$ cat config.mk
export PLATFORM = sky130hd
export DESIGN_NAME = sum_bcd_display
export DESIGN_NICKNAME = d
export VERILOG_FILES = /design/src/rtl/sum_bcd_display.sv
export SDC_FILE = /design/constraint.sdc
export NUM_CORES = 1
export LEC_CHECK = 0
export ABC_CLOCK_PERIOD_IN_PS = 4730
export CAP_MARGIN = 20
export CORE_UTILIZATION = 57
export CTS_BUF_LIST = sky130_fd_sc_hd__clkbuf_4 sky130_fd_sc_hd__clkbuf_8 sky130_fd_sc_hd__clkbuf_16
export CTS_CLUSTER_DIAMETER = 100
export DETAILED_ROUTE_END_ITERATION = 7
export PLACE_DENSITY = 0.82
export SKIP_CTS_REPAIR_TIMING = 1
export SLEW_MARGIN = 20
export SYNTH_ARGS = -nofsm -noshare
export SYNTH_HDL_FRONTEND = slang
export SYNTH_SLANG_ARGS = --single-unit
$ cat constraint.sdc
create_clock -name clk -period 4.73 [get_ports clk]
set_clock_uncertainty 0.2 [all_clocks]
set_input_delay 0.473 -clock clk [delete_from_list [all_inputs] [get_ports clk]]
set_output_delay 0.473 -clock clk [all_outputs]
set_load 0.01 [all_outputs]
$ cat src/rtl/sum_bcd_display.sv
// -----------------------------------------------------------------------------
// sum_bcd_display
//   Display stage for the 4-bit adder datapath. Takes an unsigned binary value
//   over a valid/ready handshake, converts it to BCD with a sequential
//   shift-and-add-3 (double-dabble) pass of IN_W cycles, and drives two 9-bit
//   seven-segment patterns (units / tens). Values above 99 raise ovf and show
//   dashes on both digits.
//
// Parameters
//   IN_W       width of in_data (4..10)
//   LEAD_ZERO  1: tens digit shows "0" below 10; 0: tens digit blank (9'h000)
//
// Ports
//   clk       system clock
//   rst       asynchronous, active-low reset
//   in_valid  in_data valid this cycle
//   in_data   unsigned binary value to display
//   in_ready  block can accept a new value (IDLE)
//   blank     force both digits to the dash pattern (display only)
//   seg_rt    units digit pattern, bit8 = dp (always 0), active-high
//   seg_lt    tens digit pattern, same encoding
//   busy      conversion in progress (CONV or LOAD)
//   ovf       last converted value > 99
// -----------------------------------------------------------------------------
module sum_bcd_display #(
    parameter int unsigned IN_W      = 8,
    parameter bit          LEAD_ZERO = 1'b1
) (
    input  logic            clk,
    input  logic            rst,
    input  logic            in_valid,
    input  logic [IN_W-1:0] in_data,
    output logic            in_ready,
    input  logic            blank,
    output logic [8:0]      seg_rt,
    output logic [8:0]      seg_lt,
    output logic            busy,
    output logic            ovf
);

    localparam logic [1:0] IDLE = 2'd0;
    localparam logic [1:0] CONV = 2'd1;
    localparam logic [1:0] LOAD = 2'd2;

    localparam int unsigned CNT_W = $clog2(IN_W + 1);

    localparam logic [8:0] SEG_DASH  = 9'h040;
    localparam logic [8:0] SEG_BLANK = 9'h000;

    logic [1:0]       state;
    logic [IN_W-1:0]  bin_q;
    logic [11:0]      bcd_q;     // {hund, tens, units}
    logic             carry_q;   // sticky bit shifted out of the hundreds nibble
    logic [CNT_W-1:0] cnt_q;
    logic [8:0]       rt_q;
    logic [8:0]       lt_q;
    logic             ovf_q;

    logic [11:0]      bcd_adj;
    logic             hund_nz;
    logic [8:0]       rt_next;
    logic [8:0]       lt_next;

    function automatic logic [3:0] dabble(input logic [3:0] n);
        return (n >= 4'd5) ? n + 4'd3 : n;
    endfunction

    function automatic logic [8:0] seg_code(input logic [3:0] d);
        logic [8:0] s;
        case (d)
            4'd0:    s = 9'h03f;
            4'd1:    s = 9'h006;
            4'd2:    s = 9'h05b;
            4'd3:    s = 9'h04f;
            4'd4:    s = 9'h066;
            4'd5:    s = 9'h06d;
            4'd6:    s = 9'h07d;
            4'd7:    s = 9'h007;
            4'd8:    s = 9'h07f;
            4'd9:    s = 9'h06f;
            default: s = SEG_BLANK;
        endcase
        return s;
    endfunction

    always_comb begin
        bcd_adj = {dabble(bcd_q[11:8]), dabble(bcd_q[7:4]), dabble(bcd_q[3:0])};
        // Values >= 1000 (IN_W=10) carry past the hundreds nibble, so the
        // shifted-out bit is kept sticky to keep the overflow flag correct.
        hund_nz = (bcd_q[11:8] != 4'd0) || carry_q;

        if (hund_nz) begin
            rt_next = SEG_DASH;
            lt_next = SEG_DASH;
        end else begin
            rt_next = seg_code(bcd_q[3:0]);
            if (!LEAD_ZERO && (bcd_q[7:4] == 4'd0)) begin
                lt_next = SEG_BLANK;
            end else begin
                lt_next = seg_code(bcd_q[7:4]);
            end
        end
    end

    always_ff @(posedge clk or negedge rst) begin
        if (!rst) begin
            state   <= IDLE;
            bin_q   <= '0;
            bcd_q   <= '0;
            carry_q <= 1'b0;
            cnt_q   <= '0;
            rt_q    <= SEG_DASH;
            lt_q    <= SEG_DASH;
            ovf_q   <= 1'b0;
        end else begin
            case (state)
                IDLE: begin
                    if (in_valid) begin
                        bin_q   <= in_data;
                        bcd_q   <= '0;
                        carry_q <= 1'b0;
                        cnt_q   <= CNT_W'(IN_W);
                        state   <= CONV;
                    end
                end
                CONV: begin
                    bin_q   <= bin_q << 1;
                    bcd_q   <= {bcd_adj[10:0], bin_q[IN_W-1]};
                    carry_q <= carry_q | bcd_adj[11];
                    cnt_q   <= cnt_q - CNT_W'(1);
                    if (cnt_q == CNT_W'(1)) begin
                        state <= LOAD;
                    end
                end
                LOAD: begin
                    rt_q  <= rt_next;
                    lt_q  <= lt_next;
                    ovf_q <= hund_nz;
                    state <= IDLE;
                end
                default: state <= IDLE;
            endcase
        end
    end

    assign in_ready = (state == IDLE);
    assign busy     = (state != IDLE);
    assign ovf      = ovf_q;
    assign seg_rt   = blank ? SEG_DASH : rt_q;
    assign seg_lt   = blank ? SEG_DASH : lt_q;

endmodule

==> impl_metrics.toml <==
[floorplanning]
io-pin-count = 33
core_um2 = 4090
dieArea_um2 = 4600
core.rowCount = 23
start_util = 0.605
die_w_um = 67.9
die_h_um = 67.9

[run]
drv_cap = 0

[timing]
drv_slew = 0
tightest_slew_ns = 0.937
finalCritPeriodShare = 0.558
setup_ws_ns = 2.09
whs_ns = 0.120
setup_violations = 0
hold_viol_final = 0
rsz0062_at_grt = "no"
final.setup.tns_ns = 0
period_minus_slack_ns = 2.64
fmax_ghz = 0.379
relSlewSlack = 0.375

[finish]
nets = 309
n_antenna_cell = 0
drive_above_1_share = 0.0747
syn2layout_area_growth_pct = 13.4
fin_util = 0.686

[placement]
place_ws_ns = 2.08
portBuffers = 28
place.gp.congestion = 0.831
dpl.hpwl_mm = 3.01

[worst_setup_path]
endpoint = "seg_rt[6]"
worstPathMaxFanout = 14
critPathKind = "primary input to output pin"
r2r_cells = 3
reg2reg_to = "rt_q[1]$_DFFE_PN0N_"
crit_path_end_kind = "output pin"
cp.required_ns = 4.06
arrival_ns = 1.97
r2r_slack_ns = 2.66
rr_startpoint = "state[1]$_DFFE_PN0P_"
start_kind = "primary input"
cp-startpoint = "blank"

[hold_path]
hp-class = "primary input to asynchronous set/reset pin"

[power_and_ir_drop]
p_per_area_nw_per_um2 = 598
ir_worst_vdd_mv = 0.331
pwr-share-comb = 0.455
leakage_nw = 1.23
seq_power_share = 0.400
p_int_mw = 0.988
switchingPower_mw = 0.687
power.total_mw = 1.68
p_clk_frac = 0.146
netSwitchingFraction = 0.410

[route]
first_iter_violations = 59
routed-via-count = 1856
wl_mm = 4.34
ant_nets = 0
viasPerCell = 5.61
routedWlPerCell_um = 13.1
drc = 0
drt_first_pass_iters = 4

[synthesis]
synthCells = 263
synth_common_cells = "dfrtp_1 (40), nor2b_1 (24), o21ai_0 (24)"
yosysWarnings = 0
synth-async-reset-ratio = 1.00
synth_edf_count = 0
ys_ff_latch = 42
synthesis.area_um2 = 2470
yosysMostFrequentCell = "dfrtp_1"
ys_seq_area_frac = 0.426
synth_flop_cell = "dfrtp_1"
synth.avg_cell_area_um2 = 9.40
synth_area_leaders = "dfrtp_1 (40%), ha_1 (8.6%), nor2b_1 (6.1%), o21ai_0 (4.9%), a21oi_1 (3.2%)"
synth_top_area_share = 0.405
synth_largest_area_cell = "dfrtp_1"
synth_cell_types = 43

[clock_network]
clk_latency_ns = 0.29
cts_max_level = 2
clkSinkCount = 42
clock_path_buffers = 2
cts_root_buffer = "clkbuf_8"
clk_pin_slew_ns = 0.08
cts_tree = "built"
cts_buffers = 5

[global_route]
grt_first_pass_wirelength_mm = 7.30
grt_use_total = 0.212
gr-total-overflow = 0
grt_max_degree = 43
antenna_found_initial = 0
grt_pass1_vias = 1601

[outcome]
status = "finished clean"
[layout make-up]
cell class,count,area (um^2)
Clock buffer,7,90.1
Fill cell,356,1280
Timing Repair Buffer,28,275
Tap cell,50,62.6
Inverter,11,41.3
Clock inverter,1,5.00
Sequential cell,42,1050
Multi-Input combinational cell,192,1280
[logic make-up (layout without fill, tap and decap cells)]
group                    after synthesis  in the layout  share of synthesized area
AND/OR/NAND/NOR                       82             82                      0.190
buffers and inverters                 32             47                     0.0622
adder cells (fa/ha/maj)               17             17                     0.0860
flip-flops                            42             42                      0.426
other                                  1              4                    0.00152
AO/OA/AOI/OAI                         82             82                      0.207
XOR/XNOR                               5              5                     0.0177
multiplexers                           2              2                    0.00860
[power by group through the flow]
stage | clock [mW] | combinational, mW | sequential, mW
2_1_floorplan | 0 | 0.665 | 0.590
4_1_cts | 0.250 | 0.771 | 0.668
5_1_grt | 0.263 | 0.870 | 0.693
6_report | 0.244 | 0.762 | 0.670
3_3_place_gp | 0 | 0.744 | 0.668
3_5_place_dp | 0 | 0.768 | 0.675
[worst max-delay path: stages]
cell and delay (ns):
clkdlybuf4s50_1 0.63, or2_2 0.39, clkdlybuf4s50_1 0.47
[flip-flops by register name (all words and copies together), names as in the netlist]
register,count
state,2
bin_q,8
lt_q,7
bcd_q,12
cnt_q,4
rt_q,7
carry_q,1
ovf,1
[worst min path at each step]
| stage | endpoint | slack, ns | depth (start not counted) |
|---|---|---|---|
| 3_3_place_gp | lt_q[5]$_DFFE_PN0N_ | 0.25 | 2 |
| 4_1_cts | lt_q[3]$_DFFE_PN0N_ | 0.15 | 1 |
| 6_report | lt_q[3]$_DFFE_PN0N_ | 0.12 | 1 |
| 2_1_floorplan | bcd_q[0]$_DFFE_PN0P_ | -0.02 | 0 |
| 5_1_grt | bcd_q[3]$_DFFE_PN0P_ | 0.20 | 1 |
| 3_5_place_dp | rt_q[1]$_DFFE_PN0N_ | 0.26 | 1 |
[stage by stage]
stage	area (um^2)	instances
after detailed placement	2710	323
after global routing	2800	331
after CTS	2800	331
after floorplan	2480	266
final	2800	331
after global placement	2710	323
[per-layer routing]
| layer | routed length (um) | global-route usage | up-vias |
|---|---|---|---|
| met5 | 0 | 0 | - |
| met4 | 44 | 0.0833 | 0 |
| met3 | 150 | 0.0350 | 5 |
| met2 | 2070 | 0.355 | 38 |
| met1 | 2080 | 0.274 | 880 |
| li1 | - | - | 933 |
[layout by cell type, fill, tap and decap left out, types with 3 or more instances in the layout]
cell             instances
clkbuf_8                 6
ha_1                    17
a22oi_1                  7
o21ai_0                 24
o31ai_1                 10
nor2_1                   6
and2b_1                  7
conb_1                   4
clkdlybuf4s50_1         27
nor2b_1                 24
xnor2_1                  3
o22ai_1                  5
nand2_1                 19
nor3_1                   6
o21ai_1                  5
dfrtp_1                 40
inv_1                   11
a31oi_1                  3
nand2b_1                 8
a21oi_1                 16
Power figures use the tool's default switching activity.
